`src/rtl/systolic_array_ctrl.sv`:
```
// rtl/systolic_array_ctrl.sv - sequencer for one matrix-multiply pass of a systolic array
//
// Purpose: accepts a start command with inner dimension k_len, gates k_len host
// wavefronts into the row/col FIFOs, issues diagonally skewed FIFO read enables,
// waits for the array to drain and then pulses done.
//
// Optional feature: define SA_CTRL_ABORT_EN to add the abort input (pass abort
// with a one-cycle err pulse). Default build has no abort port.
//
// Ports:
//   clk        in   1     clock, rising edge
//   rstn       in   1     asynchronous active-low reset
//   start      in   1     command strobe, sampled only in IDLE
//   abort      in   1     (SA_CTRL_ABORT_EN only) abandon the current pass
//   k_len      in   KW    inner dimension, sampled with start
//   load_valid in   1     host presents one row+col wavefront
//   load_ready out  1     controller accepts wavefront this cycle
//   row_w_en   out  ROWS  row FIFO write enables
//   col_w_en   out  COLS  col FIFO write enables
//   row_r_en   out  ROWS  row FIFO read enables, row i delayed i cycles
//   col_r_en   out  COLS  col FIFO read enables, col j delayed j cycles
//   pe_clr     out  1     accumulator clear, in the accepted start cycle
//   busy       out  1     high in LOAD/STREAM/DRAIN
//   done       out  1     one-cycle pulse, results valid
//   err        out  1     one-cycle pulse, illegal k_len (or abort)

module systolic_array_ctrl #(
  parameter int ROWS      = 3,
  parameter int COLS      = 3,
  parameter int DEPTH     = 8,
  parameter int KW        = 4,
  parameter int DRAIN_CYC = ROWS + COLS - 1
) (
  input  logic            clk,
  input  logic            rstn,
  input  logic            start,
`ifdef SA_CTRL_ABORT_EN
  input  logic            abort,
`endif
  input  logic [KW-1:0]   k_len,
  input  logic            load_valid,
  output logic            load_ready,
  output logic [ROWS-1:0] row_w_en,
  output logic [COLS-1:0] col_w_en,
  output logic [ROWS-1:0] row_r_en,
  output logic [COLS-1:0] col_r_en,
  output logic            pe_clr,
  output logic            busy,
  output logic            done,
  output logic            err
);

  localparam int MAXRC      = (ROWS > COLS) ? ROWS : COLS;
  localparam int STREAM_MAX = DEPTH + MAXRC - 1;
  localparam int CNT_MAX    = (STREAM_MAX > DRAIN_CYC) ? STREAM_MAX : DRAIN_CYC;
  localparam int CW         = $clog2(CNT_MAX + 1);

  typedef enum logic [2:0] {
    ST_IDLE,
    ST_LOAD,
    ST_STREAM,
    ST_DRAIN,
    ST_DONE
  } state_t;

  state_t        state_q;
  logic [CW-1:0] cnt_q;        // beat count in LOAD, t in STREAM, wait count in DRAIN
  logic [KW-1:0] k_q;
  logic          load_ready_q;

  logic [CW-1:0] k_ext;
  logic [CW-1:0] stream_last;
  logic          k_ok;
  logic          busy_st;
  logic          beat;
  logic          abort_err;

  assign k_ext       = CW'(k_q);
  // STREAM covers t = 0 .. k_len + MAXRC - 2
  assign stream_last = k_ext + CW'(MAXRC - 2);
  assign k_ok        = (k_len != '0) && (k_len <= KW'(DEPTH));
  assign busy_st     = (state_q == ST_LOAD) || (state_q == ST_STREAM) || (state_q == ST_DRAIN);
  assign beat        = load_valid && load_ready_q;

`ifdef SA_CTRL_ABORT_EN
  logic abort_err_q;
  assign abort_err = abort_err_q;
`else
  assign abort_err = 1'b0;
`endif

  always_ff @(posedge clk or negedge rstn) begin
    if (!rstn) begin
      state_q      <= ST_IDLE;
      cnt_q        <= '0;
      k_q          <= '0;
      load_ready_q <= 1'b0;
`ifdef SA_CTRL_ABORT_EN
      abort_err_q  <= 1'b0;
`endif
    end else begin
`ifdef SA_CTRL_ABORT_EN
      abort_err_q <= 1'b0;
`endif
      case (state_q)
        ST_IDLE: begin
          if (start && k_ok) begin
            k_q          <= k_len;
            cnt_q        <= '0;
            load_ready_q <= 1'b1;
            state_q      <= ST_LOAD;
          end
        end
        ST_LOAD: begin
          if (beat) begin
            if (cnt_q == k_ext - CW'(1)) begin
              load_ready_q <= 1'b0;
              cnt_q        <= '0;
              state_q      <= ST_STREAM;
            end else begin
              cnt_q <= cnt_q + CW'(1);
            end
          end
        end
        ST_STREAM: begin
          if (cnt_q == stream_last) begin
            cnt_q   <= '0;
            state_q <= ST_DRAIN;
          end else begin
            cnt_q <= cnt_q + CW'(1);
          end
        end
        ST_DRAIN: begin
          if (cnt_q == CW'(DRAIN_CYC - 1)) begin
            cnt_q   <= '0;
            state_q <= ST_DONE;
          end else begin
            cnt_q <= cnt_q + CW'(1);
          end
        end
        ST_DONE: begin
          state_q <= ST_IDLE;
        end
        default: begin
          state_q <= ST_IDLE;
        end
      endcase
`ifdef SA_CTRL_ABORT_EN
      // Abort overrides whatever the case above decided for this cycle.
      if (abort && busy_st) begin
        state_q      <= ST_IDLE;
        cnt_q        <= '0;
        load_ready_q <= 1'b0;
        abort_err_q  <= 1'b1;
      end
`endif
    end
  end

  // Diagonal skew: lane i reads during t in [i, i + k_len).
  always_comb begin
    row_r_en = '0;
    col_r_en = '0;
    if (state_q == ST_STREAM) begin
      for (int i = 0; i < ROWS; i++) begin
        row_r_en[i] = ({1'b0, cnt_q} >= (CW+1)'(i)) &&
                      ({1'b0, cnt_q} <  (CW+1)'(i) + {1'b0, k_ext});
      end
      for (int j = 0; j < COLS; j++) begin
        col_r_en[j] = ({1'b0, cnt_q} >= (CW+1)'(j)) &&
                      ({1'b0, cnt_q} <  (CW+1)'(j) + {1'b0, k_ext});
      end
    end
  end

  assign load_ready = load_ready_q;
  assign row_w_en   = {ROWS{beat}};
  assign col_w_en   = {COLS{beat}};
  // Command responses land in the same cycle as the start strobe.
  assign pe_clr     = (state_q == ST_IDLE) && start && k_ok;
  assign err        = ((state_q == ST_IDLE) && start && !k_ok) || abort_err;
  assign busy       = busy_st;
  assign done       = (state_q == ST_DONE);

endmodule

```
`config.mk`:
```
export PLATFORM = sky130hd
export DESIGN_NAME = systolic_array_ctrl
export DESIGN_NICKNAME = d
export VERILOG_FILES = /design/src/rtl/systolic_array_ctrl.sv
export SDC_FILE = /design/constraint.sdc
export NUM_CORES = 1
export LEC_CHECK = 0
export CELL_PAD_IN_SITES_DETAIL_PLACEMENT = 1
export CELL_PAD_IN_SITES_GLOBAL_PLACEMENT = 1
export CORE_ASPECT_RATIO = 1.4
export CORE_UTILIZATION = 41
export DETAILED_ROUTE_END_ITERATION = 8
export PLACE_DENSITY = 0.91
export SYNTH_ARGS = -nofsm -noshare
export SYNTH_HDL_FRONTEND = slang
export SYNTH_SLANG_ARGS = --single-unit
```
`constraint.sdc`:
```
create_clock -name clk -period 4.4 [get_ports clk]
set_input_delay 0.44 -clock clk [delete_from_list [all_inputs] [get_ports clk]]
set_output_delay 0.44 -clock clk [all_outputs]
set_load 0.05 [all_outputs]
```
---- Yosys cells after proc, flatten, opt, wreduce, memory -nomap -nowiden ----
Index checks and enable logic that the tools add are counted.
storage, ports and cells
  logic and storage cells ................. 63
  input port bits ......................... 8
  flip-flop bits (word level) ............. 12
  output and inout bits ................... 17
cells by class
  muxes and demuxes ....................... 17
  equal/unequal tests ..................... 12
  $add $sub $neg .......................... 5
  reductions and logical operators ........ 19
  magnitude comparators ................... 6
operator list
  kind                   count
  $mux W4                5
  $mux W3                6
  $pmux W4 S4            1
  $pmux W3 S4            1
  $lt A4 B5 Y1           2
  $add A4 B1 Y4 const B  2
  $eq A4 B4 Y1           2
  $logic_and A1 B1 Y1    8
  $reduce_bool A4 Y1     2
  $eq A3 B2 Y1 const B   2
  $ne A2 B2 Y1 const B   3
  $add A1 B4 Y5 const A  1
  $add A2 B4 Y5 const A  1
  $reduce_and A5 Y1      1
  $eq A4 B3 Y1 const B   1
  $ge A4 B1 Y1 const B   1
  $ge A4 B2 Y1 const B   1
  $le A4 B4 Y1 const B   1
  $lt A4 B4 Y1           1
  $ne A2 B1 Y1 const B   2
  $reduce_and A4 Y1      1
  $sub A4 B1 Y4 const B  1
  $eq A3 B1 Y1 const B   1
  $eq A3 B3 Y1 const B   1
  other kinds (8)        11

---- Longest topological paths before layout ----
  depth after elaboration ................. 5
  gate-level depth with buffers ........... 10
  depth with buffers taken out ............ 9

---- Worst setup path after synthesis ----
Ideal clock, no wire load.
  kind .................................... register -> output
  start ................................... register k_q[1], in the netlist k_ext[1]
  end ..................................... output port row_r_en[1]
  path slack .............................. -0.701 ns
  arrival time ............................ 4.661 ns
  required time ........................... 3.960 ns
  stages on the path, launching flop included .. 11
  cells stage by stage .................... dfrtp_1 -> inv_1 -> ha_1 -> inv_1 -> ha_1 -> nor2b_1 -> o21a_1 -> o21ai_0 -> nand2b_1 -> a2111oi_0 -> buf_4
between the ends
  longest elaborated chain between the ends .. 4
ends and longest elaborated chain
  what                    RTL line  text
  from (decl)             68        logic [KW-1:0] k_q;
  from (signal assigned)  108       k_q <= k_len;
  $add A1 B4 Y5           n/a
  $lt A4 B5 Y1            n/a
  $logic_and A1 B1 Y1     n/a
  $mux W3                 n/a
  to (decl)               45        output logic [ROWS-1:0] row_r_en,
Every way passes these cells.

---- Worst setup path after layout ----
  start ................................... register k_q[1], in the netlist k_ext[1]
  end ..................................... output port row_r_en[1]
between the ends
  longest elaborated chain between the ends .. 4
ends and longest elaborated chain
  what                 RTL line  text
  $add A1 B4 Y5        167       ({1'b0, cnt_q} < (CW+1)'(i) + {1'b0, k_ext});
  $lt A4 B5 Y1         167
  $logic_and A1 B1 Y1  166       row_r_en[i] = ({1'b0, cnt_q} >= (CW+1)'(i)) &&
  $mux W3              164       if (state_q == ST_STREAM) begin
Every way passes these cells.

==> out/summary.log <==
qor: timing.setup_total_negative_slack 0 ns
qor: cts.post_cts_hold_buffer_count 0
qor: global_routing.grt_resource_usage_total 23.66%
qor: die.die-height 66.38 um
qor: cts.post_cts.resized_instances 0
qor: cts.clock_sinks 12
qor: placed_design.detailed_place_hpwl 2628 um
qor: setup_path.cpLargestDelayFamily buffers and inverters
qor: cells_and_area.layout-drive-gt1-share 3.846%
qor: synthesis.synth_enable_flop_cells 0
qor: setup_path.crit-reg2reg-capture state_q[0]
qor: setup_path.worst_path_max_delay_cell sky130_fd_sc_hd__clkdlybuf4s50_1
qor: setup_path.crit_buf_inv 3
qor: setup_path.worst_ep_required_time 3.96 ns
qor: cts.cts_tree yes
qor: setup_path.r2r_depth 9
qor: cells_and_area.syn_to_final_growth 21.03%
qor: setup_path.timing.rr.start k_ext[2]
qor: detailed_routing.finalWirelength 3335 um
qor: status.run_status completed
qor: job.max_cap_viol_count 0
qor: cells_and_area.multiInputGateArea 782.0 um2
qor: synthesis.syn-cell-area 1214 um2
qor: detailed_routing.final_antenna_net_count 0
qor: cts.clock_tree.buffer_depth 2
qor: pwr.p_leak 0.0006849 uW
qor: timing.finalWorstPathRequiredPeriod 3.860 ns
qor: cts.cts.reportedPaths.clkPinSlew 0.06 ns
qor: synthesis.synthFlopType sky130_fd_sc_hd__dfrtp_1
qor: die.row_count 23
qor: global_routing.grt_start_max_net_pins 13
qor: die.floorplan.core_area 2849 um2
qor: synthesis.synthesis.yosys.warnings 0
qor: cells_and_area.seq_area 300.3 um2
qor: timing.maxSlewViolCount 0
qor: synthesis.synth.yosys.seq_area_share 24.74%
qor: timing.worst_slew_margin_rel 58.85%
qor: setup_path.r2r_setup_slack 1.82 ns
qor: synthesis.number_of_different_library_cells_in_the_post_synthesis_netlist 37
qor: die.die-width 47.98 um
qor: placed_design.gpl.final_weighted_congestion 0.8820
qor: global_routing.grt_antenna_before_repair 0
qor: setup_path.crit_path_max_cell_delay 0.89 ns
qor: detailed_routing.drt_first_iter_violations 17
qor: setup_path.crit_path_start k_ext[1]
qor: pwr.design_power_total 245.2 uW
qor: setup_path.crit_path_cell_trace inv_1, ha_1, inv_1, ha_1, nor2b_1, o21a_1, o21ai_0, nand2b_1, a2111oi_1, clkdlybuf4s50_1
qor: timing.final_hold_viol_count 0
qor: placed_design.place.port_buffers 24
qor: synthesis.synth.ff_latch_count 12
qor: synthesis.syn-instance-count 142
qor: detailed_routing.post-route-drc-count 0
qor: cells_and_area.final_core_util 51.56%
qor: cts.cts_buffers 3
qor: global_routing.overflow 0
qor: pwr.ir_worst_vdd 0.00007852 V
qor: cts.cts-root-buf sky130_fd_sc_hd__clkbuf_8
qor: setup_path.path_max_fanout 5
qor: synthesis.syn_avg_cell_area 8.547 um2
qor: setup_path.cp-end-kind output pin
qor: detailed_routing.route.vias.total 1092
qor: cts.htree_levels 1
qor: timing.fin_skew 0.006106 ns
qor: global_routing.first_pass_grt_wire_length 5313 um
qor: setup_path.worst-endpoint-arrival 3.42 ns
qor: die.die_area 3185 um2
qor: cts.postCtsSetupBuffers 0
qor: synthesis.synth_nets 170
qor: detailed_routing.dr.pass1.iters 4
qor: detailed_routing.avgRoutedWirePerCell 17.28 um
qor: global_routing.vias_in_the_first_global_route 1165
qor: die.initial_core_util 42.60%
qor: cts.clock_insertion_delay_at_the_later_pin_of_the_skew_report 0.24 ns
qor: setup_path.cp_num_cells 10
qor: timing.final.period_utilization 87.74%
qor: timing.fmax 259.0 MHz
qor: timing.worst-slew-pin-transition 0.6136 ns
qor: cells_and_area.final_antenna_diode_count 0
qor: timing.rsz0062_at_grt no
qor: die.boundaryPins 25
qor: detailed_routing.viasPerCell 5.658
qor: timing.timing.final.setup_violations 0
qor: cells_and_area.fillers 331
qor: synthesis.async_flop_share 100.0%
qor: cells_and_area.final_nets 185
qor: hold_path.hold_class in2async
qor: setup_path.worstSetupStartpointType flip-flop
qor: pwr.p_per_area 167.0 nW/um2
qor: setup_path.timing.setup.critical_path_class reg2out
metal layers:
metal,vias up,track usage (%),part of all wire (%)
met5,-,0,0
met4,0,10.07,3.2
met3,14,2.732,2.6
met2,33,44.26,54
met1,532,24.41,40
li1,513,-,-
cell type report:
cell class,instances,area share [%]
Multi-Input combinational cell,104,53.24
Sequential cell,12,20.44
Timing Repair Buffer,24,16.35
Tap cell,37,3.152
Clock buffer,4,3.748
Inverter,12,3.066
flip-flops by register name, indices dropped and copies added, names as in the netlist:
name and cells:
cnt_q 4, k_ext 4, load_ready 1, state_q 3
through the flow:
stage,instances,hold slack (ns),worst slack [ns],instance area [um2]
after global placement,189,0.5578,1.008,1414
after floorplan,142,0.1444,0.06127,1217
after detailed placement,189,0.5905,0.8193,1414
after CTS,193,0.5969,0.5384,1469
final,193,0.5665,0.5396,1469
after global routing,193,0.6017,0.3245,1469
worst max-delay path by stage:
stage,endpoint
floorplan,row_r_en[1]
global placement,row_r_en[1]
CTS,row_r_en[1]
detailed placement,row_r_en[1]
global route,row_r_en[1]
finish,row_r_en[1]
synthesized netlist by cell type (2+ instances only):
library cell | number | area (um2)
sky130_fd_sc_hd__buf_4 | 9 | 67.56
sky130_fd_sc_hd__dfrtp_1 | 12 | 300.3
sky130_fd_sc_hd__xnor2_1 | 5 | 43.79
sky130_fd_sc_hd__nor3_1 | 3 | 15.01
sky130_fd_sc_hd__xor2_1 | 2 | 17.52
sky130_fd_sc_hd__nand2b_1 | 5 | 31.28
sky130_fd_sc_hd__o21ai_0 | 9 | 45.04
sky130_fd_sc_hd__nand3_1 | 5 | 25.02
sky130_fd_sc_hd__nor2b_1 | 4 | 25.02
sky130_fd_sc_hd__a21oi_1 | 4 | 20.02
sky130_fd_sc_hd__nand2_1 | 9 | 33.78
sky130_fd_sc_hd__inv_1 | 12 | 45.04
sky130_fd_sc_hd__a2111oi_0 | 3 | 26.28
sky130_fd_sc_hd__nor2_1 | 11 | 41.29
sky130_fd_sc_hd__o21a_1 | 2 | 15.01
sky130_fd_sc_hd__a41oi_1 | 3 | 26.28
sky130_fd_sc_hd__buf_2 | 2 | 10.01
sky130_fd_sc_hd__o211ai_1 | 2 | 15.01
sky130_fd_sc_hd__nor4_1 | 2 | 12.51
sky130_fd_sc_hd__clkbuf_1 | 2 | 7.510
sky130_fd_sc_hd__ha_1 | 20 | 250.2
where the power goes:
group | internal [uW] | switching, uW | leakage (uW)
clock network | 79.1 | 43.7 | 0.0000288
registers | 110 | 0 | 0.000147
logic | 6.40 | 5.61 | 0.000509
total | 196 | 49.3 | 0.000685
placed cells by master, fill, tap and decap left out, types with 3 or more instances in the layout:
cell	count
sky130_fd_sc_hd__a2111oi_1	3
sky130_fd_sc_hd__nand2_1	9
sky130_fd_sc_hd__a21oi_1	4
sky130_fd_sc_hd__nor2b_1	4
sky130_fd_sc_hd__o21ai_0	9
sky130_fd_sc_hd__inv_1	12
sky130_fd_sc_hd__nor3_1	3
sky130_fd_sc_hd__nor2_1	11
sky130_fd_sc_hd__nand2b_1	5
sky130_fd_sc_hd__clkbuf_8	4
sky130_fd_sc_hd__a41oi_1	3
sky130_fd_sc_hd__ha_1	20
sky130_fd_sc_hd__nand3_1	5
sky130_fd_sc_hd__clkdlybuf4s50_1	24
sky130_fd_sc_hd__dfrtp_1	12
sky130_fd_sc_hd__xnor2_1	5
kinds of logic (layout without fill, tap and decap cells):
group	Yosys count	in the layout	synth area share (%)
adder cells (fa/ha/maj)	20	20	20.62
flip-flops	12	12	24.74
AND/OR/NAND/NOR	46	46	19.79
XOR/XNOR	8	8	6.907
AO/OA/AOI/OAI	30	30	16.81
buffers and inverters	26	40	11.13
Power figures use the tool's default switching activity.
